### src/rtl/boot_pkg.sv
// rtl/boot_pkg.sv - state encoding and stream framing constants for the IMEM boot loader
package boot_pkg;

  typedef logic [2:0] state_t;

  localparam state_t ST_RST  = 3'd0;
  localparam state_t ST_HDR  = 3'd1;
  localparam state_t ST_LOAD = 3'd2;
  localparam state_t ST_CHK  = 3'd3;
  localparam state_t ST_DONE = 3'd4;
  localparam state_t ST_ERR  = 3'd5;

  localparam int HDR_BYTES  = 4;
  localparam int WORD_BYTES = 4;
  localparam int LANE_W     = $clog2(WORD_BYTES);

endpackage

### src/rtl/byte_packer.sv
// rtl/byte_packer.sv - packs accepted stream bytes into little-endian 32-bit words
// word/word_valid are combinational so the owner can register the write in the accepting cycle.
module byte_packer
  import boot_pkg::*;
(
  input  logic        clk,
  input  logic        rst,
  input  logic        clear,
  input  logic        accept,
  input  logic [7:0]  data,
  output logic        word_valid,
  output logic [31:0] word
);

  logic [LANE_W-1:0] lane;
  logic [31:0]       shreg;

  // Newest byte enters at the top, so the first byte ends up in bits [7:0].
  assign word       = {data, shreg[31:8]};
  assign word_valid = accept && (lane == LANE_W'(WORD_BYTES - 1));

  always_ff @(posedge clk or negedge rst) begin
    if (!rst) begin
      lane  <= '0;
      shreg <= '0;
    end else if (clear) begin
      lane  <= '0;
      shreg <= '0;
    end else if (accept) begin
      lane  <= lane + 1'b1;
      shreg <= word;
    end
  end

endmodule

### src/rtl/imem_boot_loader.sv
// rtl/imem_boot_loader.sv - loads a length-prefixed byte image into IMEM and holds the core until done
// Optional trailing XOR checksum over all words when BOOT_CHECKSUM_EN is defined.
module imem_boot_loader
  import boot_pkg::*;
#(
  parameter int ADDR_W    = 10,
  parameter int MAX_WORDS = 1024
) (
  input  logic              clk,
  input  logic              rst,
  input  logic              in_valid,
  input  logic [7:0]        in_data,
  output logic              in_ready,
  output logic              imem_we,
  output logic [ADDR_W-1:0] imem_addr,
  output logic [31:0]       imem_wdata,
  output logic              core_hold,
  output logic              boot_done,
  output logic              boot_err,
  output logic [ADDR_W:0]   word_cnt
);

  localparam logic [31:0] MAX_N = 32'(MAX_WORDS);

  state_t        state, state_next;
  logic          accept, word_valid, last_word;
  logic [31:0]   word;
  logic [ADDR_W:0] n_words;
  logic          hold_d, done_d, err_d;

  assign accept    = in_valid && in_ready;
  assign last_word = ((word_cnt + (ADDR_W+1)'(1)) == n_words);

`ifdef BOOT_CHECKSUM_EN
  logic [31:0] csum;
`endif

  byte_packer u_packer (
    .clk        (clk),
    .rst        (rst),
    .clear      (state_next != state),
    .accept     (accept),
    .data       (in_data),
    .word_valid (word_valid),
    .word       (word)
  );

  always_ff @(posedge clk or negedge rst) begin
    if (!rst) state <= ST_RST;
    else      state <= state_next;
  end

  always_comb begin
    state_next = state;
    case (state)
      ST_RST:  state_next = ST_HDR;
      ST_HDR:
        if (word_valid) begin
          if (word == 32'd0)     state_next = ST_DONE;
          else if (word > MAX_N) state_next = ST_ERR;
          else                   state_next = ST_LOAD;
        end
      ST_LOAD:
        if (word_valid && last_word) begin
`ifdef BOOT_CHECKSUM_EN
          state_next = ST_CHK;
`else
          state_next = ST_DONE;
`endif
        end
`ifdef BOOT_CHECKSUM_EN
      ST_CHK:
        if (word_valid) state_next = (word == csum) ? ST_DONE : ST_ERR;
`endif
      default: state_next = state;
    endcase
  end

  always_comb begin
    in_ready = (state == ST_HDR) || (state == ST_LOAD) || (state == ST_CHK);
    hold_d   = (state != ST_DONE);
    done_d   = (state == ST_DONE);
    err_d    = (state == ST_ERR);
  end

  // Status is registered so core_hold falls the cycle after the last write strobe.
  always_ff @(posedge clk or negedge rst) begin
    if (!rst) begin
      core_hold <= 1'b1;
      boot_done <= 1'b0;
      boot_err  <= 1'b0;
    end else begin
      core_hold <= hold_d;
      boot_done <= done_d;
      boot_err  <= err_d;
    end
  end

  always_ff @(posedge clk or negedge rst) begin
    if (!rst) begin
      imem_we    <= 1'b0;
      imem_addr  <= '0;
      imem_wdata <= '0;
      word_cnt   <= '0;
      n_words    <= '0;
    end else begin
      imem_we <= 1'b0;
      if (state == ST_HDR && word_valid) n_words <= word[ADDR_W:0];
      if (state == ST_LOAD && word_valid) begin
        imem_we    <= 1'b1;
        imem_addr  <= word_cnt[ADDR_W-1:0];
        imem_wdata <= word;
        word_cnt   <= word_cnt + 1'b1;
      end
    end
  end

`ifdef BOOT_CHECKSUM_EN
  always_ff @(posedge clk or negedge rst) begin
    if (!rst)                           csum <= '0;
    else if (state == ST_LOAD && word_valid) csum <= csum ^ word;
  end
`endif

endmodule

### config.mk
export PLATFORM = sky130hd
export DESIGN_NAME = imem_boot_loader
export DESIGN_NICKNAME = d
export VERILOG_FILES = /design/src/rtl/boot_pkg.sv /design/src/rtl/byte_packer.sv /design/src/rtl/imem_boot_loader.sv
export SDC_FILE = /design/constraint.sdc
export NUM_CORES = 1
export LEC_CHECK = 0
export BUFFER_PORTS_ARGS = -buffer_cell sky130_fd_sc_hd__buf_4
export CAP_MARGIN = 20
export CORE_MARGIN = 10
export CORE_UTILIZATION = 56
export CTS_CLUSTER_DIAMETER = 60
export DETAILED_ROUTE_END_ITERATION = 8
export PLACE_DENSITY_LB_ADDON = 0.2
export SLEW_MARGIN = 20
export SYNTH_ARGS = -nofsm -noshare
export SYNTH_HDL_FRONTEND = slang
export SYNTH_HIERARCHICAL = 1
export SYNTH_SLANG_ARGS = --single-unit
### constraint.sdc
create_clock -name clk -period 3.3 [get_ports clk]
set_input_delay 0.165 -clock clk [delete_from_list [all_inputs] [get_ports clk]]
set_output_delay 0.165 -clock clk [all_outputs]
set_load 0.005 [all_outputs]
## Word level (Yosys, flattened, before mapping)

Cells that the tools add are included.

- Add/sub/neg operators: 2
- Multiply operators: 0
- Divide/modulo/power cells: 0
- $lt $le $gt $ge: 1
- Eq/ne operators: 9
- Shifts and indexed selects: 0
- Muxes and demuxes: 10
- Bitwise gates (word level): 0
- Reductions and logical operators: 10

Operator list:

| operator | number |
|---|---|
| 32-bit two-way mux | 2 |
| 32-bit by 11-bit greater-than comparator with 1-bit output (second input constant) | 1 |
| 32-bit zero test | 1 |
| 3-bit two-way mux | 4 |
| 11-bit by 1-bit adder with 11-bit output (second input constant) | 1 |
| 11-bit equality test | 1 |
| 3-bit one-hot mux with 3 select lines | 1 |
| 3-bit by 2-bit equality test with 1-bit output (second input constant) | 2 |
| 3-bit equality test (second input constant) | 2 |
| 1-bit logical AND | 5 |
| 2-bit two-way mux | 2 |
| 3-bit by 1-bit equality test with 1-bit output (second input constant) | 1 |
| 3-bit zero test | 1 |
| 3-bit inequality test | 1 |
| 3-bit inequality test (second input constant) | 1 |
| 2-bit by 1-bit adder with 2-bit output (second input constant) | 1 |
| 2-bit equality test (second input constant) | 1 |
| 1-bit logical OR | 2 |
| 2-bit nonzero test | 1 |
| 1-bit two-way mux | 1 |

- Bits in registers: 105
- Bits in latches: 0
- Memory bits (writable): 0
- ROM bits: 0
- Bits of input ports: 11
- Output and inout bits: 58
- Word-level logic and storage cells: 43
- Memories kept: 0

## Logic depth before layout (Yosys ltp)

Gate-level depths: netlist of run 1.

- Depth after elaboration: 10
- Gate-level depth with buffers: 15
- Mapped depth without buffers: 10

## Modules after synthesis

Netlist of run 1, hierarchy kept.

By module, submodules not included:

| module | instances | cells each | area an instance (um^2) | sequential area each (um^2) |
|---|---|---|---|---|
| imem_boot_loader | 1 | 242 | 3158.0 | 1778.0 |
| byte_packer | 1 | 94 | 1154.9 | 650.6 |

## Least setup slack after synthesis of run 1

Ideal clock, no wire load.

- Path type: reg-to-reg
- Start point: register state[1]
- End point: register u_packer.shreg[10]
- Library setup time: 122 ps
- Arrival time: 2850 ps
- Data required time: 3178 ps
- Slack: 328 ps
- Stages on the path, launching flop included: 16
- Clock period less this slack: 2972 ps
- Path through: dfrtp_1 -> nor2_1 -> nor2_1 -> and2_1 -> buf_6 -> buf_12 -> and2_1 -> and4bb_1 -> buf_2 -> o2111ai_1 -> a21o_1 -> or4_1 -> o21ai_1 -> buf_2 -> buf_2 -> nor2_1

- Longest elaborated chain between the ends: 10
- Elaborated cells between the ends (all ways): 15
- Those cells by class: eq/ne: 4; mux: 4; reduce/logical: 7

RTL lines:

| item | RTL line | RTL |
|---|---|---|
| start, declared | imem_boot_loader.sv:25 | `state_t state, state_next;` |
| start signal, assigned | imem_boot_loader.sv:50 | `else state <= state_next;` |
| 3-bit by 1-bit equality test with 1-bit output or 3-bit by 2-bit equality test with 1-bit output (tied branches) | imem_boot_loader.sv:80 | `in_ready = (state == ST_HDR) \|\| (state == ST_LOAD) \|\| (state == ST_CHK);` |
| 1-bit logical OR | imem_boot_loader.sv:80 |  |
| 1-bit logical OR * | imem_boot_loader.sv:80 |  |
| named net in_ready | imem_boot_loader.sv:13 | `output logic in_ready,` |
| 1-bit logical AND * | imem_boot_loader.sv:31 | `assign accept = in_valid && in_ready;` |
| named net accept | imem_boot_loader.sv:26 | `logic accept, word_valid, last_word;` |
| 1-bit logical AND * | byte_packer.sv:20 | `assign word_valid = accept && (lane == LANE_W'(WORD_BYTES - 1));` |
| named net word_valid | imem_boot_loader.sv:26 |  |
| 1-bit logical AND | imem_boot_loader.sv:64 | `if (word_valid && last_word) begin` |
| 3-bit two-way mux | imem_boot_loader.sv:64 |  |
| 3-bit one-hot mux with 3 select lines * | imem_boot_loader.sv:55 | `case (state)` |
| 3-bit inequality test * | imem_boot_loader.sv:41 | `.clear (state_next != state),` |
| 32-bit two-way mux or 2-bit nonzero test (tied branches) | -- |  |
| end signal, assigned | byte_packer.sv:31 | `shreg <= word;` |
| end, declared | byte_packer.sv:16 | `logic [31:0] shreg;` |

Mark *: on every way through the listed nets, which the timed path passes. The rest lies on a longest branch.
A chain may end at the register's enable or synchronous reset.

## Final worst setup path of run 1

- Start point: register state[1]
- End point: register u_packer.shreg[27]

- Longest elaborated chain between the ends: 10
- Elaborated cells between the ends (all ways): 15
- Those cells by class: eq/ne: 4; mux: 4; reduce/logical: 7

RTL lines:

| item | RTL line |
|---|---|
| 3-bit by 1-bit equality test with 1-bit output or 3-bit by 2-bit equality test with 1-bit output (tied branches) | imem_boot_loader.sv:80 |
| 1-bit logical OR | imem_boot_loader.sv:80 |
| 1-bit logical OR * | imem_boot_loader.sv:80 |
| 1-bit logical AND * | imem_boot_loader.sv:31 |
| named net accept | imem_boot_loader.sv:26 |
| 1-bit logical AND * | byte_packer.sv:20 |
| named net word_valid | imem_boot_loader.sv:26 |
| 1-bit logical AND | imem_boot_loader.sv:64 |
| 3-bit two-way mux | imem_boot_loader.sv:64 |
| 3-bit one-hot mux with 3 select lines * | imem_boot_loader.sv:55 |
| 3-bit inequality test * | imem_boot_loader.sv:41 |
| 32-bit two-way mux or 2-bit nonzero test (tied branches) | -- |

Marked as above.

==> out/results.ini, run 1 <==
[worst_hold_path]
holdCritPathClass=in2reg
hold_end=imem_wdata[30]$_DFFE_PN0P_
holdPathStages=2
hp-start=in_data[6]

[synth]
synth-simple-area-share=0.104
yosysUniqueCellTypes=49
yosysTopAreaCell=dfrtp_1
synth_area_um2=4310
synth_compound_area_frac=0.0313
synthAdderAreaFrac=0.00812
postSynthCellCount=336
synthTopCellsByArea=dfrtp_1 (56%), mux2_2 (13%), mux2i_1 (5.8%)
synth_top_family_by_area=multiplexers
synth_top_area_share=0.557
ys_ff_latch=97
synth.area.mux_share=0.196
synth_nets=349
synth_xor_area_frac=0.0487
ys_seq_area_frac=0.563
syn_avg_cell_area_um2=12.8
yosysWarnings=6

[floorplanning]
rows=31
dieWidth_um=108
num_io_pins=69
start_util=0.585
fp.dieArea_um2=11600
design.core.area_um2=7370
die_h_um=108

[worst_setup_path]
required_ns=3.54
ff2ff_setup_slack_ns=0.36
criticalPathCategory=reg2reg
r2r_start=state[1]$_DFF_PN0_
r2r_cells=11
r2r_end=u_packer/shreg[27]$_DFFE_PN0P_
worstPathArrival_ns=3.18
crit_fanout=26
cp-end-kind=flop
start_kind=flop

[power]
p_leak_nw=2.55
powerDensity_nw_per_um2=413
peakVddDrop_uv=237

[grt]
overflow=0
grt_pass1_wl_um=15200
use_met2=0.269
first_global_vias=2971
top_usage_layer=met2
grt_max_degree=51
track_usage=0.163
met1_usage=0.193
grt_util_met3=0.0479
antenna_found_initial=0

[cells_and_area]
layout.nets=409
final_cell_mix=dfrtp_1 (96), buf_4 (73), mux2_2 (48), nor2_1 (35), mux2i_1 (25)
num-fill-cells=588
syn_to_final_growth_pct=16.7
diodes=0
final_common_cell=dfrtp_1
layout-drive-gt1-share=0.362

[detailed_routing]
drc=0
num_vias=2784
wl_per_cell_um=18.0
drtAntennaViolNets=0
drt-total-wl_um=8980
drtIter0Drc=112
routed_via_density=5.57
dr.pass1.iters=4

[timing]
fmax_ghz=0.340
setup_tns_ns=0
tightest_slew_ns=0.655
period_share=0.891
rsz0062_at_grt=false
report.final.hold_viol_count=0
drv_slew=0
final.setup_skew_ns=0.00674
max_slew_margin=0.563
layout_min_cycle_time_ns=2.94
setup_viol=0
whs_ns=0.0601

[placement]
gp_congestion=0.845
io_buffers=68
dp_hpwl_um=6420

[clock_network]
cts_buffers=9
clock_sinks=97
cts-root-buf=clkbuf_8
htree_num_levels=3
clockBufferDepth=2
cts_tree=yes
insertion_delay_ns=0.36
cts_setup_buffers=0
clkTransAtPathRegs_ns=0.09

[status]
status=complete, no violations

[job]
maxCapViolCount=0

==> state kept, by name, summed over array words and instances (netlist names) <==
name            count
boot_done           1
boot_err            1
core_hold           1
imem_addr          10
imem_wdata         32
imem_we             1
n_words            11
state               3
u_packer/lane       2
u_packer/shreg     24
word_cnt           11
==> cell usage after synthesis, drive strengths merged <==
master	n
a32oi	1
nor3	4
a21o	2
xnor2	16
a2111oi	1
mux2i	25
nand3	8
ha	2
xor2	8
and4	1
and3	4
and4bb	1
nand4	1
clkbuf	5
mux2	53
and3b	1
nand2	13
buf	20
o2111ai	1
a22oi	1
dfrtp	96
nand4bb	1
o31ai	1
o21ai	4
nor2	36
dfstp	1
nor4	7
a31oi	1
o41ai	1
or4	2
o311ai	1
maj3	1
and2	3
nand2b	1
nand3b	1
or3	2
a21oi	3
o211ai	2
inv	4
==> critical path: stages (launching register included) <==
cell and delay [ns]:
dfrtp_1 0.45, nor2_1 0.11, nor2_1 0.15, and2_1 0.17
and2_1 0.17, and4bb_2 0.29, o2111ai_1 0.15, a21o_1 0.20
or4_1 0.58, o21ai_1 0.17, buf_4 0.29, nor2_1 0.09
==> logic make-up after synthesis <==
logic type / after synthesis
buffers and inverters: 29
adder cells (fa/ha/maj): 3
AND/OR/NAND/NOR: 86
AO/OA/AOI/OAI: 19
XOR/XNOR: 24
flip-flops: 97
multiplexers: 78
==> area by class of cell <==
type	instances	area (µm²)	area share
multi-input cells	210	1680	0.333
inverters	4	15.0	0.00298
repair buffers	74	558	0.111
clock inverters	5	77.6	0.0154
well taps	99	124	0.0246
clock buffers	11	151	0.0301
flip-flops and latches	97	2430	0.483
==> metal layers <==
layer	vias to the layer above	wire length, µm
met5	-	0
met4	0	153
met2	70	4520
met1	1406	3740
li1	1294	-
met3	14	554
==> where the power goes <==
part	switching, mW	leakage (nW)	internal (mW)	total (mW)
clock network	0.388	0.115	0.466	0.854
logic	0.0275	1.11	0.0110	0.0385
registers	0	1.33	1.19	1.19
total	0.416	2.55	1.66	2.08
==> per-stage QoR <==
stage / cells / util / setup WS, ns / power (mW) / instance area (µm²)
6_report: 500 / 0.683 / 0.359 / 2.08 / 5030
5_1_grt: 500 / 0.683 / 0.183 / 2.16 / 5030
4_1_cts: 500 / 0.683 / 0.379 / 2.10 / 5030
3_5_place_dp: 483 / 0.650 / 0.452 / 1.25 / 4790
3_3_place_gp: 483 / 0.650 / 0.444 / 1.25 / 4790
2_1_floorplan: 336 / - / 0.328 / 1.22 / 4310
==> worst max-delay path by stage <==
stage,end,startpoint,slack [ns],cells past startpoint
2_1_floorplan,u_packer/shreg[10]$_DFFE_PN0P_,state[1]$_DFF_PN0_,0.33,15
4_1_cts,u_packer/shreg[20]$_DFFE_PN0P_,state[1]$_DFF_PN0_,0.38,11
6_report,u_packer/shreg[27]$_DFFE_PN0P_,state[1]$_DFF_PN0_,0.36,11
5_1_grt,u_packer/shreg[8]$_DFFE_PN0P_,state[1]$_DFF_PN0_,0.18,11
3_5_place_dp,u_packer/shreg[20]$_DFFE_PN0P_,state[1]$_DFF_PN0_,0.45,11
3_3_place_gp,u_packer/shreg[30]$_DFFE_PN0P_,state[1]$_DFF_PN0_,0.44,11
==> timing repair <==
action,CTS,global route
gates resized for setup,0,0
hold endpoints to repair,28,0
hold buffers,1,0
(Power assumes the default switching activity.)
==> run 2, diff against run 1 <==
--- a/config.mk
+++ b/config.mk
@@ -5,15 +5,14 @@
 export SDC_FILE = /design/constraint.sdc
 export NUM_CORES = 1
 export LEC_CHECK = 0
-export BUFFER_PORTS_ARGS = -buffer_cell sky130_fd_sc_hd__buf_4
 export CAP_MARGIN = 20
 export CORE_MARGIN = 10
-export CORE_UTILIZATION = 56
+export CORE_UTILIZATION = 63
 export CTS_CLUSTER_DIAMETER = 60
 export DETAILED_ROUTE_END_ITERATION = 8
+export DONT_BUFFER_PORTS = 1
 export PLACE_DENSITY_LB_ADDON = 0.2
 export SLEW_MARGIN = 20
 export SYNTH_ARGS = -nofsm -noshare
 export SYNTH_HDL_FRONTEND = slang
-export SYNTH_HIERARCHICAL = 1
 export SYNTH_SLANG_ARGS = --single-unit
==> out/results.ini, run 2 <==
[floorplanning]
rows=29  ; -6.5%
dieWidth_um=102  ; -4.9%
design.core.area_um2=6460  ; -12%
die_h_um=102  ; -4.9%
start_util=0.663  ; +0.0777
num_io_pins=69  ; unchanged
fp.dieArea_um2=10500  ; -9.6%

[synth]
postSynthCellCount=337  ; +0.30%
ys_ff_latch=97  ; unchanged
synth.most_common_cell=dfrtp_1
synth_top_area_share=0.561  ; +0.00407
ys_seq_area_frac=0.567  ; +0.00411
ys.flop_type=dfrtp_1
async_reset_ff_frac=1.00  ; unchanged
synth_area_um2=4280  ; -0.73%
synthTopCellsByArea=dfrtp_1 (56%), mux2_2 (14%), mux2i_1 (6.1%)
yosysUniqueCellTypes=45  ; -8.2%
synth_edf_count=0  ; unchanged
yosysWarnings=0  ; -6
synth_nets=350  ; +0.29%
synth_common_cells=dfrtp_1 (96), mux2_2 (53), nor3_1 (31)
yosysTopAreaCell=dfrtp_1
syn_avg_cell_area_um2=12.7  ; -1.0%

[grt]
overflow=0  ; unchanged
top_usage_layer=met2
grt_max_degree=98  ; +92%
grt_pass1_wl_um=14900  ; -2.1%
use_met2=0.262  ; -0.00733
antenna_found_initial=0  ; unchanged
first_global_vias=2833  ; -4.6%
track_usage=0.180  ; +0.0171
met1_usage=0.242  ; +0.0493
grt_util_met3=0.0675  ; +0.0196

[timing]
final.setup_skew_ns=0.0109  ; +0.00417 ns
setup_tns_ns=0  ; unchanged
tightest_slew_ns=0.703  ; +0.0475 ns
fmax_ghz=0.383  ; +13%
max_slew_margin=0.530  ; -0.0328
setup_viol=0  ; unchanged
report.final.hold_viol_count=0  ; unchanged
layout_min_cycle_time_ns=2.61  ; -0.329 ns
period_share=0.791  ; -0.0997
drv_slew=0  ; unchanged
rsz0062_at_grt=false

[detailed_routing]
routed_via_density=6.39  ; +15%
drtAntennaViolNets=0  ; unchanged
drtIter0Drc=176  ; +57%
wl_per_cell_um=21.1  ; +18%
num_vias=2717  ; -2.4%
dr.pass1.iters=4  ; unchanged
drc=0  ; unchanged
drt-total-wl_um=8970  ; about the same

[cells_and_area]
top_regs=imem_wdata x32, u_packer.shreg x24
design_area_um2=4680  ; -7.0%
regMostFlops=imem_wdata
layout-drive-gt1-share=0.244  ; -0.117
largest_reg_flops=32  ; unchanged
num-fill-cells=453  ; -23%
layout.nets=356  ; -13%
diodes=0  ; unchanged
syn_to_final_growth_pct=9.26
final_cell_mix=dfrtp_1 (96), mux2_2 (53), nor3_1 (31), mux2i_1 (26)
final_common_cell=dfrtp_1

[placement]
gp_congestion=0.849  ; +0.53%
place_area_um2=4320  ; -9.8%
dp_hpwl_um=6090  ; -5.2%
io_buffers=0  ; -100%

[worst_setup_path]
ff2ff_setup_slack_ns=0.69  ; +0.33 ns
crit_fanout=27  ; +3.8%
start_kind=flop
worstPathArrival_ns=2.85  ; -0.33 ns
criticalPathCategory=reg2reg
cp-end-kind=flop
required_ns=3.54  ; about the same

[clock_network]
cts-root-buf=clkbuf_8
cts_setup_buffers=0  ; unchanged
clkTransAtPathRegs_ns=0.09  ; about the same
insertion_delay_ns=0.36  ; about the same
cts_tree=yes
htree_num_levels=3  ; unchanged
cts_buffers=9  ; unchanged
clock_sinks=97  ; unchanged
clockBufferDepth=2  ; unchanged

[power]
peakVddDrop_uv=434  ; +83%
p_leak_nw=2.23  ; -13%
powerDensity_nw_per_um2=685  ; +66%

[status]
status=complete, no violations

[job]
maxCapViolCount=0  ; unchanged

[worst_hold_path]
holdCritPathClass=in2reg

[run 2: changes by cell type after synthesis, moves of 7 or more]
| cell | before | now |
|---|---|---|
| buf_4 | 8 | 0 |
| nor2_1 | 35 | 11 |
| clkbuf_1 | 5 | 12 |
| nor3_1 | 4 | 31 |
[run 2: worst max-delay path, stage by stage (launching register included)]
cell and delay (ns):
dfrtp_1 0.50, ha_1 0.29, nand2_1 0.16, o221a_2 0.33
a311oi_1 0.25, a211o_1 0.22, nor4b_4 0.06, buf_4 0.24
or3_2 0.42
[run 2: stage by stage]
stage	hold WS, ns	power, mW	std cells	setup slack (ns)	util
final	0.0219	3.21	425	0.688	0.724
after global routing	0.0295	3.38	425	0.488	0.724
after CTS	0.00916	3.21	425	0.704	0.723
after detailed placement	-0.127	2.32	399	0.717	0.669
after global placement	-0.126	2.27	399	0.777	0.669
after floorplan	-0.131	2.11	337	0.996	-
[run 2: power by group]
group / total, mW / leakage, nW / switching [mW] / internal [mW]
clock network: 0.869 / 0.109 / 0.400 / 0.469
logic: 0.630 / 0.845 / 0.312 / 0.319
registers: 1.71 / 1.27 / 0.289 / 1.42
[run 2: routing by layer]
| layer | vias up | part of all wire |
|---|---|---|
| met4 | 0 | 0.016 |
| met1 | 1390 | 0.44 |
| li1 | 1230 | - |
| met2 | 82 | 0.46 |
| met3 | 15 | 0.089 |
| met5 | - | 0 |
[run 2: cell type report]
cell class              count  area (µm²)  area share
clock buffers              12         155      0.0332
clock inverters             4        75.1      0.0160
inverters                   4        15.0     0.00321
multi-input cells         216        1750       0.375
flip-flops and latches     97        2430       0.519
well taps                  77        96.3      0.0206
repair buffers             15         155      0.0332
[run 2: path summary, 6_finish.rpt]
path,cells after the start,end,from
worst max register to register,8,state[2]$_DFF_PN0_,word_cnt[0]$_DFFE_PN0P_
worst max-delay path,8,state[2]$_DFF_PN0_,word_cnt[0]$_DFFE_PN0P_
worst min-delay path,2,u_packer.shreg[28]$_DFFE_PN0P_,in_data[4]
max in group asynchronous,2,state[0]$_DFF_PN0_,rst
worst min register to register,1,core_hold$_DFF_PN1_,state[2]$_DFF_PN0_
min in group asynchronous,2,imem_wdata[6]$_DFFE_PN0P_,rst
[run 2: logic make-up (layout without fill, tap and decap cells)]
logic type / after synthesis / in the layout / share of synthesized area
XOR/XNOR: 21 / 21 / 0.0430
multiplexers: 79 / 79 / 0.200
flip-flops: 97 / 97 / 0.567
AO/OA/AOI/OAI: 19 / 19 / 0.0348
AND/OR/NAND/NOR: 95 / 95 / 0.121
buffers and inverters: 24 / 35 / 0.0278
adder cells (fa/ha/maj): 2 / 2 / 0.00584
[run 2: what timing repair did]
action,CTS,global route
hold buffers,10,0
hold endpoints to repair,109,0
gates resized for setup,0,0
==> run 3, diff against run 2 <==
--- a/config.mk
+++ b/config.mk
@@ -5,6 +5,7 @@
 export SDC_FILE = /design/constraint.sdc
 export NUM_CORES = 1
 export LEC_CHECK = 0
+export ABC_AREA = 1
 export CAP_MARGIN = 20
 export CORE_MARGIN = 10
 export CORE_UTILIZATION = 63
==> constraint.sdc (replaced) <==
create_clock -name clk -period 2.5 [get_ports clk]
set_input_delay 0.125 -clock clk [delete_from_list [all_inputs] [get_ports clk]]
set_output_delay 0.125 -clock clk [all_outputs]
set_load 0.005 [all_outputs]
==> out/results.ini, run 3 <==
[placement]
gp_congestion=0.865  ; +1.9%
io_buffers=0  ; unchanged
dp_hpwl_um=6740  ; +11%

[synth]
yosysWarnings=0  ; unchanged
async_reset_ff_frac=1.00  ; unchanged
ys_ff_latch=97  ; unchanged
ys_seq_area_frac=0.550  ; -0.0167
synth_nets=542  ; +55%
synthTopCellsByArea=dfrtp_1 (54%), nand2_1 (13%), o21ai_0 (8.8%)
synth.most_common_cell=nand2_1
postSynthCellCount=529  ; +57%
yosysTopAreaCell=dfrtp_1
syn_avg_cell_area_um2=8.34  ; -34%
yosysUniqueCellTypes=32  ; -29%
synth_edf_count=0  ; unchanged
ys.flop_type=dfrtp_1
synth_area_um2=4410  ; +3.0%
synth_common_cells=nand2_1 (156), dfrtp_1 (96), o21ai_0 (78)
synth_top_area_share=0.545  ; -0.0165

[floorplanning]
start_util=0.649  ; -0.0136
rows=30  ; +3.4%
dieWidth_um=104  ; +1.2%
design.core.area_um2=6790  ; +5.2%
fp.dieArea_um2=10700  ; +2.4%
num_io_pins=69  ; unchanged
die_h_um=104  ; +1.2%

[cells_and_area]
final_common_cell=nand2_1
multi_input_area_um2=1680  ; -4.4%
final_cell_mix=nand2_1 (156), dfrtp_1 (95), o21ai_0 (78), inv_1 (54), nor2_1 (33)
num-fill-cells=526  ; +16%
regMostFlops=imem_wdata
syn_to_final_growth_pct=9.08
top_regs=imem_wdata x32, u_packer.shreg x24
largest_reg_flops=32  ; unchanged
layout.nets=547  ; +54%
diodes=0  ; unchanged
seq_area_um2=2430  ; about the same
layout-drive-gt1-share=0.0928  ; -0.151

[detailed_routing]
routed_via_density=5.49  ; -14%
drt-total-wl_um=9970  ; +11%
drtAntennaViolNets=0  ; unchanged
dr.pass1.iters=5  ; +1
drc=0  ; unchanged
drtIter0Drc=187  ; +6.3%
wl_per_cell_um=15.7  ; -26%
num_vias=3486  ; +28%

[timing]
setup_viol=0  ; unchanged
rsz0062_at_grt=false
drv_slew=0  ; unchanged
report.final.hold_viol_count=0  ; unchanged
max_slew_margin=0.571  ; +0.0406
tightest_slew_ns=0.643  ; -0.0592 ns
period_share=0.896  ; +0.104
final.setup_skew_ns=0.0110  ; +0.0000794 ns
layout_min_cycle_time_ns=2.24  ; -0.372 ns
whs_ns=0.161  ; +0.139 ns
setup_tns_ns=0  ; unchanged
fmax_ghz=0.447  ; +17%

[clock_network]
clockBufferDepth=2  ; unchanged
clock_sinks=97  ; unchanged
cts-root-buf=clkbuf_8
cts_tree=yes
clkTransAtPathRegs_ns=0.09  ; about the same
insertion_delay_ns=0.36  ; about the same
htree_num_levels=3  ; unchanged
cts_buffers=9  ; unchanged

[power]
switching_share=0.309  ; -0.00339
p_clk_frac=0.286  ; +0.015
internal_power_mw=2.71  ; +23%
powerDensity_nw_per_um2=815  ; +19%
peakVddDrop_uv=498  ; +15%
pwr-share-seq=0.520  ; -0.012
combPwrFrac=0.193  ; -0.004
p_leak_nw=2.42  ; +8.4%
netSwitchingPower_mw=1.21  ; +21%

[grt]
grt_max_degree=98  ; unchanged
top_usage_layer=met2
first_global_vias=3424  ; +21%
grt_util_met3=0.0514  ; -0.0161
grt_pass1_wl_um=16600  ; +11%
overflow=0  ; unchanged
met1_usage=0.215  ; -0.0276
track_usage=0.183  ; +0.00274
use_met2=0.308  ; +0.0466
antenna_found_initial=0  ; unchanged

[worst_setup_path]
worstPathArrival_ns=2.48  ; -0.37 ns
cp-end-kind=flop
r2r_start=word_cnt[0]$_DFFE_PN0P_
r2r_cells=12  ; +4
r2r_end=u_packer.shreg[22]$_DFFE_PN0P_
crit_fanout=13  ; -52%
start_kind=flop
required_ns=2.74  ; -0.80 ns
criticalPathCategory=reg2reg
ff2ff_setup_slack_ns=0.26  ; -0.43 ns

[job]
maxCapViolCount=0  ; unchanged

[worst_hold_path]
holdCritPathClass=in2reg
hold_end=state[1]$_DFF_PN0_
holdPathStages=5  ; +3
hp-start=in_valid

[status]
status=complete, no violations

==> run 3: final cells by class <==
class,instances,area share
inverter,59,0.0465
timing repair buffer,13,0.0291
sequential,97,0.505
clock inverter,4,0.0159
multi-input combinational,354,0.348
tap,96,0.0250
clock buffer,12,0.0302
==> run 3: timing repair <==
item,in CTS,in global routing
setup buffers,0,0
hold endpoints to repair,113,0
gates resized for setup,0,3
setup endpoints to repair,0,36
hold buffers,10,0
==> run 3: metal layers <==
layer / vias up / part of all wire
met1: 1656 / 0.40
met3: 16 / 0.079
met4: 0 / 0.019
met5: - / 0
met2: 119 / 0.50
li1: 1695 / -
==> run 3: cell families (layout without fill, tap and decap cells) <==
| group | after synthesis | count (layout) | share of synthesized area |
|---|---|---|---|
| AOI/OAI and AO/OA | 88 | 88 | 0.103 |
| xor gates and xnor gates | 3 | 3 | 0.00596 |
| adders and majority gates | 2 | 2 | 0.00567 |
| buffers and inverters | 79 | 88 | 0.0735 |
| DFF | 97 | 97 | 0.550 |
| muxes | 1 | 1 | 0.00227 |
| and+or+nand+nor | 259 | 260 | 0.259 |
==> run 3: worst max path at each step <==
| stage | start | endpoint | slack, ns | cells past startpoint |
|---|---|---|---|---|
| finish | word_cnt[0]$_DFFE_PN0P_ | u_packer.shreg[22]$_DFFE_PN0P_ | 0.26 | 12 |
| global route | word_cnt[0]$_DFFE_PN0P_ | u_packer.shreg[22]$_DFFE_PN0P_ | 0.03 | 14 |
| CTS | word_cnt[1]$_DFFE_PN0P_ | u_packer.shreg[15]$_DFFE_PN0P_ | 0.22 | 12 |
| detailed placement | word_cnt[1]$_DFFE_PN0P_ | u_packer.shreg[15]$_DFFE_PN0P_ | 0.26 | 14 |
| global placement | word_cnt[1]$_DFFE_PN0P_ | u_packer.shreg[24]$_DFFE_PN0P_ | 0.33 | 14 |
| floorplan | word_cnt[0]$_DFFE_PN0P_ | u_packer.shreg[12]$_DFFE_PN0P_ | 0.58 | 13 |
==> run 3: power by group through the flow <==
stage | combinational (mW) | sequential (mW) | clock, mW
after floorplan | 0.564 | 1.99 | 0
after global placement | 0.673 | 2.05 | 0
after detailed placement | 0.703 | 2.07 | 0
after CTS | 0.763 | 2.04 | 1.14
after global routing | 0.883 | 2.07 | 1.22
final | 0.759 | 2.04 | 1.12
==> run 3: stage by stage <==
| stage | total power [mW] | area, µm² | setup WS (ns) | instances | util |
|---|---|---|---|---|---|
| after floorplan | 2.56 | 4410 | 0.584 | 529 | - |
| after global placement | 2.73 | 4450 | 0.335 | 608 | 0.655 |
| after detailed placement | 2.77 | 4450 | 0.258 | 608 | 0.655 |
| after CTS | 3.94 | 4790 | 0.220 | 634 | 0.705 |
| after global routing | 4.18 | 4810 | 0.0307 | 635 | 0.708 |
| final | 3.92 | 4810 | 0.261 | 635 | 0.708 |
==> run 3: worst max-delay path: stages (launching register included) <==
cell	delay, ns
dfrtp_1	0.49
ha_1	0.23
nand2_1	0.10
nor2_2	0.15
nand3_1	0.11
nand3_1	0.10
nand2_1	0.08
nor2_1	0.12
nand3_1	0.09
nor2_2	0.15
nand4_2	0.18
nand3_4	0.26
nor2_1	0.06
